--- config.mk ---
export PLATFORM = sky130hd
export DESIGN_NAME = ah_snoop_fifo
export DESIGN_NICKNAME = d
export VERILOG_FILES = /design/src/rtl/ah_snoop_fifo_pkg.sv /design/src/rtl/ah_snoop_cmp.sv /design/src/rtl/ah_snoop_fifo.sv
export SDC_FILE = /design/constraint.sdc
export NUM_CORES = 2
export LEC_CHECK = 0
export ABC_CLOCK_PERIOD_IN_PS = 8900
export BUFFER_PORTS_ARGS = -buffer_cell sky130_fd_sc_hd__buf_4
export CORE_ASPECT_RATIO = 0.7
export CORE_MARGIN = 2
export CORE_UTILIZATION = 30
export CTS_CLUSTER_SIZE = 30
export DETAILED_ROUTE_END_ITERATION = 8
export GPL_TIMING_DRIVEN = 0
export PLACE_DENSITY_LB_ADDON = 0.15
export SETUP_SLACK_MARGIN = 0.5
export SKIP_LAST_GASP = 1
export SLEW_MARGIN = 20
export SYNTH_ARGS = -nofsm -noshare
export SYNTH_HDL_FRONTEND = slang
export SYNTH_SLANG_ARGS = --single-unit
--- constraint.sdc ---
create_clock -name clk -period 8.9 [get_ports clk]
set_input_delay 1.78 -clock clk [delete_from_list [all_inputs] [get_ports clk]]
set_output_delay 1.78 -clock clk [all_outputs]
set_load 0.02 [all_outputs]
--- src/rtl/ah_snoop_fifo_pkg.sv ---
// Shared helpers for the snoopable FIFO: pointer wrap arithmetic that works
// for any depth, including depths that are not a power of two.
package ah_snoop_fifo_pkg;

   // Advance a pointer by one and wrap explicitly from depth-1 back to 0.
   function automatic logic [31:0] ptr_inc(input logic [31:0] ptr, input logic [31:0] depth);
      return (ptr == depth - 32'd1) ? 32'd0 : ptr + 32'd1;
   endfunction

endpackage

--- src/rtl/ah_snoop_cmp.sv ---
// Combinational content match: compares the snoop value against every
// occupied entry and OR-reduces the per-entry hits.
module ah_snoop_cmp
   import ah_snoop_fifo_pkg::*;
#(
   parameter int DATA_W = 10,
   parameter int DEPTH  = 86
) (
   input  logic [DEPTH-1:0]        i_occ,
   input  logic [DEPTH*DATA_W-1:0] i_mem_flat,
   input  logic [DATA_W-1:0]       i_sdata,
   output logic                    o_hit
);

   logic [DEPTH-1:0] w_hits;

   // Only entries currently holding live data may match; stale words left
   // behind by a pop keep their value but lose their occupancy bit.
   for (genvar gi = 0; gi < DEPTH; gi++) begin : g_cmp
      assign w_hits[gi] = i_occ[gi] && (i_mem_flat[gi*DATA_W +: DATA_W] == i_sdata);
   end

   assign o_hit = |w_hits;

endmodule

--- src/rtl/ah_snoop_fifo.sv ---
// Synchronous FIFO of any width/depth with a registered content-addressable
// snoop port, occupancy count and almost-full flag.
module ah_snoop_fifo
   import ah_snoop_fifo_pkg::*;
#(
   parameter  int DATA_W   = 10,
   parameter  int DEPTH    = 86,
   parameter  int AFULL_TH = 80,
   localparam int CNT_W    = $clog2(DEPTH + 1)
) (
   input  logic              clk,
   input  logic              rstn,
   input  logic [DATA_W-1:0] wdata,
   input  logic              wvalid,
   output logic              wready,
   output logic [DATA_W-1:0] rdata,
   output logic              rvalid,
   input  logic              rready,
   input  logic [DATA_W-1:0] sdata,
   input  logic              svalid,
   output logic              smatch,
   output logic              smatch_vld,
   output logic [CNT_W-1:0]  count,
   output logic              afull
);

   localparam int PTR_W = $clog2(DEPTH);

   logic [DATA_W-1:0]       r_mem [DEPTH];
   logic [DEPTH-1:0]        r_occ;
   logic [PTR_W-1:0]        r_wr_ptr;
   logic [PTR_W-1:0]        r_rd_ptr;
   logic [CNT_W-1:0]        r_count;
   logic                    r_smatch;
   logic                    r_smatch_vld;

   logic                    w_push;
   logic                    w_pop;
   logic [PTR_W-1:0]        w_wr_ptr_nxt;
   logic [PTR_W-1:0]        w_rd_ptr_nxt;
   logic [DEPTH*DATA_W-1:0] w_mem_flat;
   logic                    w_hit;

   // Handshake status depends only on registered occupancy, so a full FIFO
   // refuses a push even when a pop happens in the same cycle.
   assign wready = (r_count != CNT_W'(DEPTH));
   assign rvalid = (r_count != '0);
   assign w_push = wvalid && wready;
   assign w_pop  = rready && rvalid;

   assign w_wr_ptr_nxt = PTR_W'(ptr_inc(32'(r_wr_ptr), 32'(DEPTH)));
   assign w_rd_ptr_nxt = PTR_W'(ptr_inc(32'(r_rd_ptr), 32'(DEPTH)));

   assign rdata      = r_mem[r_rd_ptr];
   assign count      = r_count;
   assign afull      = (r_count >= CNT_W'(AFULL_TH));
   assign smatch     = r_smatch;
   assign smatch_vld = r_smatch_vld;

   // Storage write: load the entry under the write pointer on a push.
   always_ff @(posedge clk or negedge rstn) begin
      if (!rstn) begin
         for (int i = 0; i < DEPTH; i++) r_mem[i] <= '0;
      end else if (w_push) begin
         r_mem[r_wr_ptr] <= wdata;
      end
   end

   // Occupancy bits: set on push, cleared on pop. Push and pop never target
   // the same entry in one cycle (equal pointers mean full or empty).
   always_ff @(posedge clk or negedge rstn) begin
      if (!rstn) begin
         r_occ <= '0;
      end else begin
         if (w_push) r_occ[r_wr_ptr] <= 1'b1;
         if (w_pop)  r_occ[r_rd_ptr] <= 1'b0;
      end
   end

   // Pointers and occupancy count.
   always_ff @(posedge clk or negedge rstn) begin
      if (!rstn) begin
         r_wr_ptr <= '0;
         r_rd_ptr <= '0;
         r_count  <= '0;
      end else begin
         if (w_push) r_wr_ptr <= w_wr_ptr_nxt;
         if (w_pop)  r_rd_ptr <= w_rd_ptr_nxt;
         if (w_push && !w_pop)      r_count <= r_count + CNT_W'(1);
         else if (w_pop && !w_push) r_count <= r_count - CNT_W'(1);
      end
   end

   for (genvar gi = 0; gi < DEPTH; gi++) begin : g_flat
      assign w_mem_flat[gi*DATA_W +: DATA_W] = r_mem[gi];
   end

   ah_snoop_cmp #(
      .DATA_W (DATA_W),
      .DEPTH  (DEPTH)
   ) u_cmp (
      .i_occ      (r_occ),
      .i_mem_flat (w_mem_flat),
      .i_sdata    (sdata),
      .o_hit      (w_hit)
   );

   // Snoop result register: compares use start-of-cycle state, so a word
   // being popped still hits and a word being pushed does not yet.
   always_ff @(posedge clk or negedge rstn) begin
      if (!rstn) begin
         r_smatch     <= 1'b0;
         r_smatch_vld <= 1'b0;
      end else begin
         r_smatch     <= svalid && w_hit;
         r_smatch_vld <= svalid;
      end
   end

endmodule

# Word level (Yosys, flattened, before mapping)
# Cells that the tools add are included.
[classes]
n_mux = 16
addsub = 4
magnitude_cmp = 8
n_eq_ne = 89
bitwise = 5
n_reduce_logical = 99
[op_table]
columns = ["cell", "n"]
rows = [
  ["$bwmux 860", 1],
  ["$eq 10x10->1", 86],
  ["$mux 86", 2],
  ["$logic_and 1x1->1", 94],
  ["$and 86x86->86", 1],
  ["$not 86->86", 1],
  ["$or 86x86->86", 1],
  ["$reduce_or 86->1", 1],
  ["$bmux 10 s7", 1],
  ["$demux 10 s7", 1],
  ["$mux 10", 3],
  ["$mux 7", 4],
  ["$add 7x1->7 const B", 3],
  ["$ge 8x8->1 const B", 2],
  ["$lt 7x8->1 const B", 2],
  ["$not 7->8", 2],
  ["$demux 1 s7", 2],
  ["$eq 7x7->1 const B", 2],
  ["$ge 7x1->1 const B", 2],
  ["$lt 8x1->1 const B", 1],
  ["$ge 7x7->1 const B", 1],
  ["$ne 7x7->1 const B", 1],
  ["$reduce_bool 7->1", 1],
  ["$sub 7x1->7 const B", 1],
  ["other kinds (3)", 5],
]
[totals]
wordCells = 313
reg_bits = 969

# Longest topological paths before layout
[depth]
ltp_word = 8
mapped_depth = 15

# Hierarchy
# From an unflattened synthesis, not the netlist that was laid out.
[hier_totals]
cells_unflattened = 4632
area_unflattened_um2 = 54573.6
[by_module_without_submodules]
columns = ["module", "area_per_inst_um2", "cells_per_inst", "instances", "seq_area_each_um2"]
rows = [
  ["ah_snoop_fifo", 44184.9, 3328, 1, 24248.3],
  ["ah_snoop_cmp", 10388.7, 1304, 1, 0.0],
]

# Worst setup path after synthesis
# OpenSTA, ideal clock, no wires.
[synth_path]
path_kind = "register to output"
start = "reg r_rd_ptr[1]"
end = "out rdata[4]"
arrival_time_ps = 2606
stages_incl_launch_ff = 10
n_path_buf = 3
slack_ps = 4514
path_cell_list = "dfrtp_1 -> buf_6 -> buf_6 -> nor3_1 -> buf_2 -> a22oi_1 -> o21ai_0 -> a21oi_1 -> mux4_2 -> o311ai_0"
[synth_between]
elab_chain_len = 4
[synth_lines]
columns = ["element", "line", "source"]
rows = [
  ["from (decl)", "ah_snoop_fifo.sv:32", "logic [PTR_W-1:0] r_rd_ptr;"],
  ["from (signal assigned)", "ah_snoop_fifo.sv:88", "if (w_pop) r_rd_ptr <= w_rd_ptr_nxt;"],
  ["$not 7->8 (not written as such)", "ah_snoop_fifo.sv:54", "assign rdata = r_mem[r_rd_ptr];"],
  ["$bmux 10 s7", "ah_snoop_fifo.sv:54", ""],
  ["$mux 10 (not written as such) (2 in a row)", "ah_snoop_fifo.sv:54", ""],
  ["to (decl)", "ah_snoop_fifo.sv:16", "output logic [DATA_W-1:0] rdata,"],
]
# Every way passes these cells. The select of a mux whose other input is x is not followed.

# Worst setup path after layout
[layout_path]
start = "reg r_rd_ptr[1]"
end = "out rdata[2]"
# The elaborated chain is that of the path after synthesis.

==> metrics.md <==
| Metric | Value |
|---|---|
| Outcome | `finished with violations` |
| Failing checks | `negative setup slack` |
| Rel. slew slack | `5.98%` |
| Placed wire-length estimate | `304000 um` |
| Arrival @ worst endpoint | `7.19 ns` |
| Pint | `10.8 mW` |
| DR vias/cell | `6.62` |
| Fin crit share | `101%` |
| Final Max Tran Viols | `0` |
| Fmax achieved | `0.111 GHz` |
| Drc violations | `0` |
| Number of global-route vias before repair | `43487` |
| CTS sink count | `969` |
| Drt pass-1 iters | `6` |
| Worst slew pin tran | `1.41 ns` |
| Critical Path RT | `7.12 ns` |
| CP max FO | `10` |
| Gr ovfl total | `0` |
| Crit Path Class | `register to primary output` |
| Final Wtd Congestion | `1.07` |
| Dpl cells | `7047` |
| First-pass GRT wire length | `517000 um` |
| Hold Path Class | `register to register` |
| DIE AREA | `184000 um2` |
| Synth async-reset ratio | `100%` |
| Die Width | `512 um` |
| Clk pin slew, worst setup/hold paths | `0.06 ns` |
| Final hold vios | `0` |
| Setup Viol. Count Final | `1` |
| Place WS | `1.05 ns` |
| Row count | `130` |
| Routed wire length | `417000 um` |
| Buffers on Ports | `26` |
| Seq pwr share | `32.9%` |
| Worst setup SP type | `register` |
| Nets@finish | `4821` |
| RSZ-0062 raised after global routing | `false` |
| Max rail drop VDD | `0.159 mV` |
| Root Buffer | `clkbuf_16` |
| Total negative slack | `-0.0719 ns` |
| Min cycle time layout | `8.97 ns` |
| Core Region | `179000 um2` |
| Layout fillers | `17992` |
| Crit-path slowest cell | `a221oi_1` |
| Die Height | `360 um` |
| Seq cells post-synth | `969` |
| Ports | `47` |
| GRT Overall Usage | `44.1%` |
| CTS H-tree depth | `3` |
| Initial Utilization | `30.2%` |
| Antenna violations before repair | `92` |
| Setup Fix Bufs, Post-CTS | `0` |
| Synthesized area | `54200 um2` |
| Static Leakage | `26.9 nW` |
| P_sw | `9.81 mW` |
| CTS Buf Count | `111` |
| CTS tree | `built` |
| WL/cell | `57.0 um` |
| Post-Synthesis Cells | `4582` |
| Crit. End Element | `primary output` |
| Routed vias | `48409` |
| Area leader, netlist | `dfrtp_1` |
| EDFF count, synth | `0` |
| Maximum Capacitance Violations | `0` |
| Most used DFF post-synth | `dfrtp_1` |
| Post-synthesis net count | `4618` |
| P&R area growth vs syn | `16.3%` |
| WHS Path Cells | `1` |
| Post-CTS resize count | `1` |
| DRT antenna net count | `0` |
| Largest net degree at the start of global routing | `116` |
| R2R cell count | `8` |
| Comb power frac | `42.4%` |
| Yosys cell types | `68` |
| Post-route insts no fill | `7312` |
| Clock Latency Late Sink | `0.81 ns` |
| Pwr dens | `327 nW/um2` |
| Critical path cell sequence | `buf_6, buf_6, buf_4, buf_4, clkbuf_4, buf_4, a21oi_1, a221oi_1, o22ai_1, nor4_1, nand2_1, buf_4` |
| Layout cell share with drive strength beyond 1 | `33.4%` |
| Delay of the slowest critical-path stage | `0.88 ns` |
| Seq/Total Area, Yosys | `44.8%` |
| Syn_area_per_cell | `11.8 um2` |
| Clock power share | `24.6%` |
| Worst Skew | `0.0309 ns` |
| Syn. warnings | `0` |
| Proportion of netlist area held by the largest area contributor | `44.8%` |
| Clock Path Buffers | `3` |
| Hold bufs inserted after CTS | `0` |
| Most area-consuming cells after synthesis | `dfrtp_1, mux2_2, xnor2_1` |
| Most frequent cells in the layout | `mux2_2, dfrtp_1, xnor2_1, xor2_1, nand4_1` |
| Final setup margin | `-0.0719 ns` |
| Crit path top cell by count | `buf_4` |
| Sw frac | `47.6%` |
| DRT iter0 DRCs | `8680` |
-- sequential cells by signal, indices dropped and copies added, names as in the netlist --
signal and flops:
r_mem 860, r_occ 86, count 7, r_rd_ptr 7
r_wr_ptr 7, smatch 1, smatch_vld 1
-- cell usage after synthesis, types with 6 or more instances --
cell and count:
a221oi_1 102, mux2i_1 60, clkbuf_1 158, xnor2_1 681, o22a_1 85, buf_1 33
or2_2 8, a22oi_1 86, mux4_2 37, nand3_1 53, nand2_1 99, ha_1 10
inv_1 19, a31oi_1 14, nor2_1 156, buf_4 63, nor3_1 47, nand4_1 176
mux2_2 969, o221ai_1 6, nor2b_1 11, dfrtp_1 969, o22ai_1 52, a221o_1 27
a222oi_1 6, mux2_1 6, xor2_1 193, a21oi_1 77, o211ai_1 7, or3_1 14
buf_6 9, and2_1 6, nor4_1 58, buf_2 158, o21ai_0 61
-- layout make-up --
cell class / instances / area [um2] / share of cell area [%]
clock buffers: 150 / 3190 / 5.07
flip-flops and latches: 969 / 24200 / 38.5
inverters: 21 / 78.8 / 0.125
diodes: 61 / 153 / 0.242
plain buffers: 421 / 2200 / 3.49
multi-input cells: 3171 / 27900 / 44.2
well taps: 2376 / 2970 / 4.72
repair buffers: 90 / 1610 / 2.55
clock inverters: 53 / 662 / 1.05
-- power by group through the flow --
stage               Clock, mW  Combinational, mW  Sequential, mW
finish                   5.08               8.75            6.78
global route             5.24               8.41            6.78
CTS                      5.08               8.07            6.67
detailed placement          0               8.05            6.74
global placement            0               7.76            6.74
floorplan                   0               3.76            6.02
-- worst paths after layout --
kind / from / end / slack [ns]
setup / recovery: r_rd_ptr[1] / rdata[2] / -0.07
hold / removal: r_occ[8] / r_occ[8] / 0.49
setup reg to reg: r_rd_ptr[0] / r_occ[63] / 3.76
hold reg to reg: r_occ[8] / r_occ[8] / 0.49
max in group asynchronous: rstn / r_mem[342] / 5.89
min in group asynchronous: rstn / r_occ[16] / 0.87
-- kinds of logic (layout without fill, tap and decap cells) --
logic type	count (synthesis)	count (layout)	synth area share (%)
AOI/OAI and AO/OA	563	563	7.71
xor gates and xnor gates	874	874	14.1
adders and majority gates	11	11	0.268
buffers and inverters	442	735	3.99
DFF	969	969	44.8
muxes	1074	1074	23.0
other	0	61	0
and+or+nand+nor	649	649	6.14
-- critical path, delay by kind of cell (launching register included) --
family	cells	cell delay, ns
AND/OR/NAND/NOR	2	1.27
AO/OA/AOI/OAI	3	1.41
buffers and inverters	7	3.10
flip-flops	1	0.55
-- per-layer routing --
layer  up-vias  global-route usage, %  part of all wire (%)
met5         -                      0                 0.098
met4        39                   28.8                   7.7
met3      1182                   22.4                    15
met2      4448                   54.6                    36
met1     25683                   58.7                    41
li1      17057                      -                     -
-- stage by stage --
step / hold slack (ns) / utilization, % / power, mW / instance area (um2)
2_1_floorplan: 0.460 / - / 9.78 / 54200
3_3_place_gp: 0.469 / 32.0 / 14.5 / 57300
3_5_place_dp: 0.478 / 32.9 / 14.8 / 58900
4_1_cts: 0.493 / 35.0 / 19.8 / 62800
5_1_grt: 0.507 / 35.0 / 20.4 / 62900
6_report: 0.491 / 35.1 / 20.6 / 63000
(Power assumes the default switching activity.)
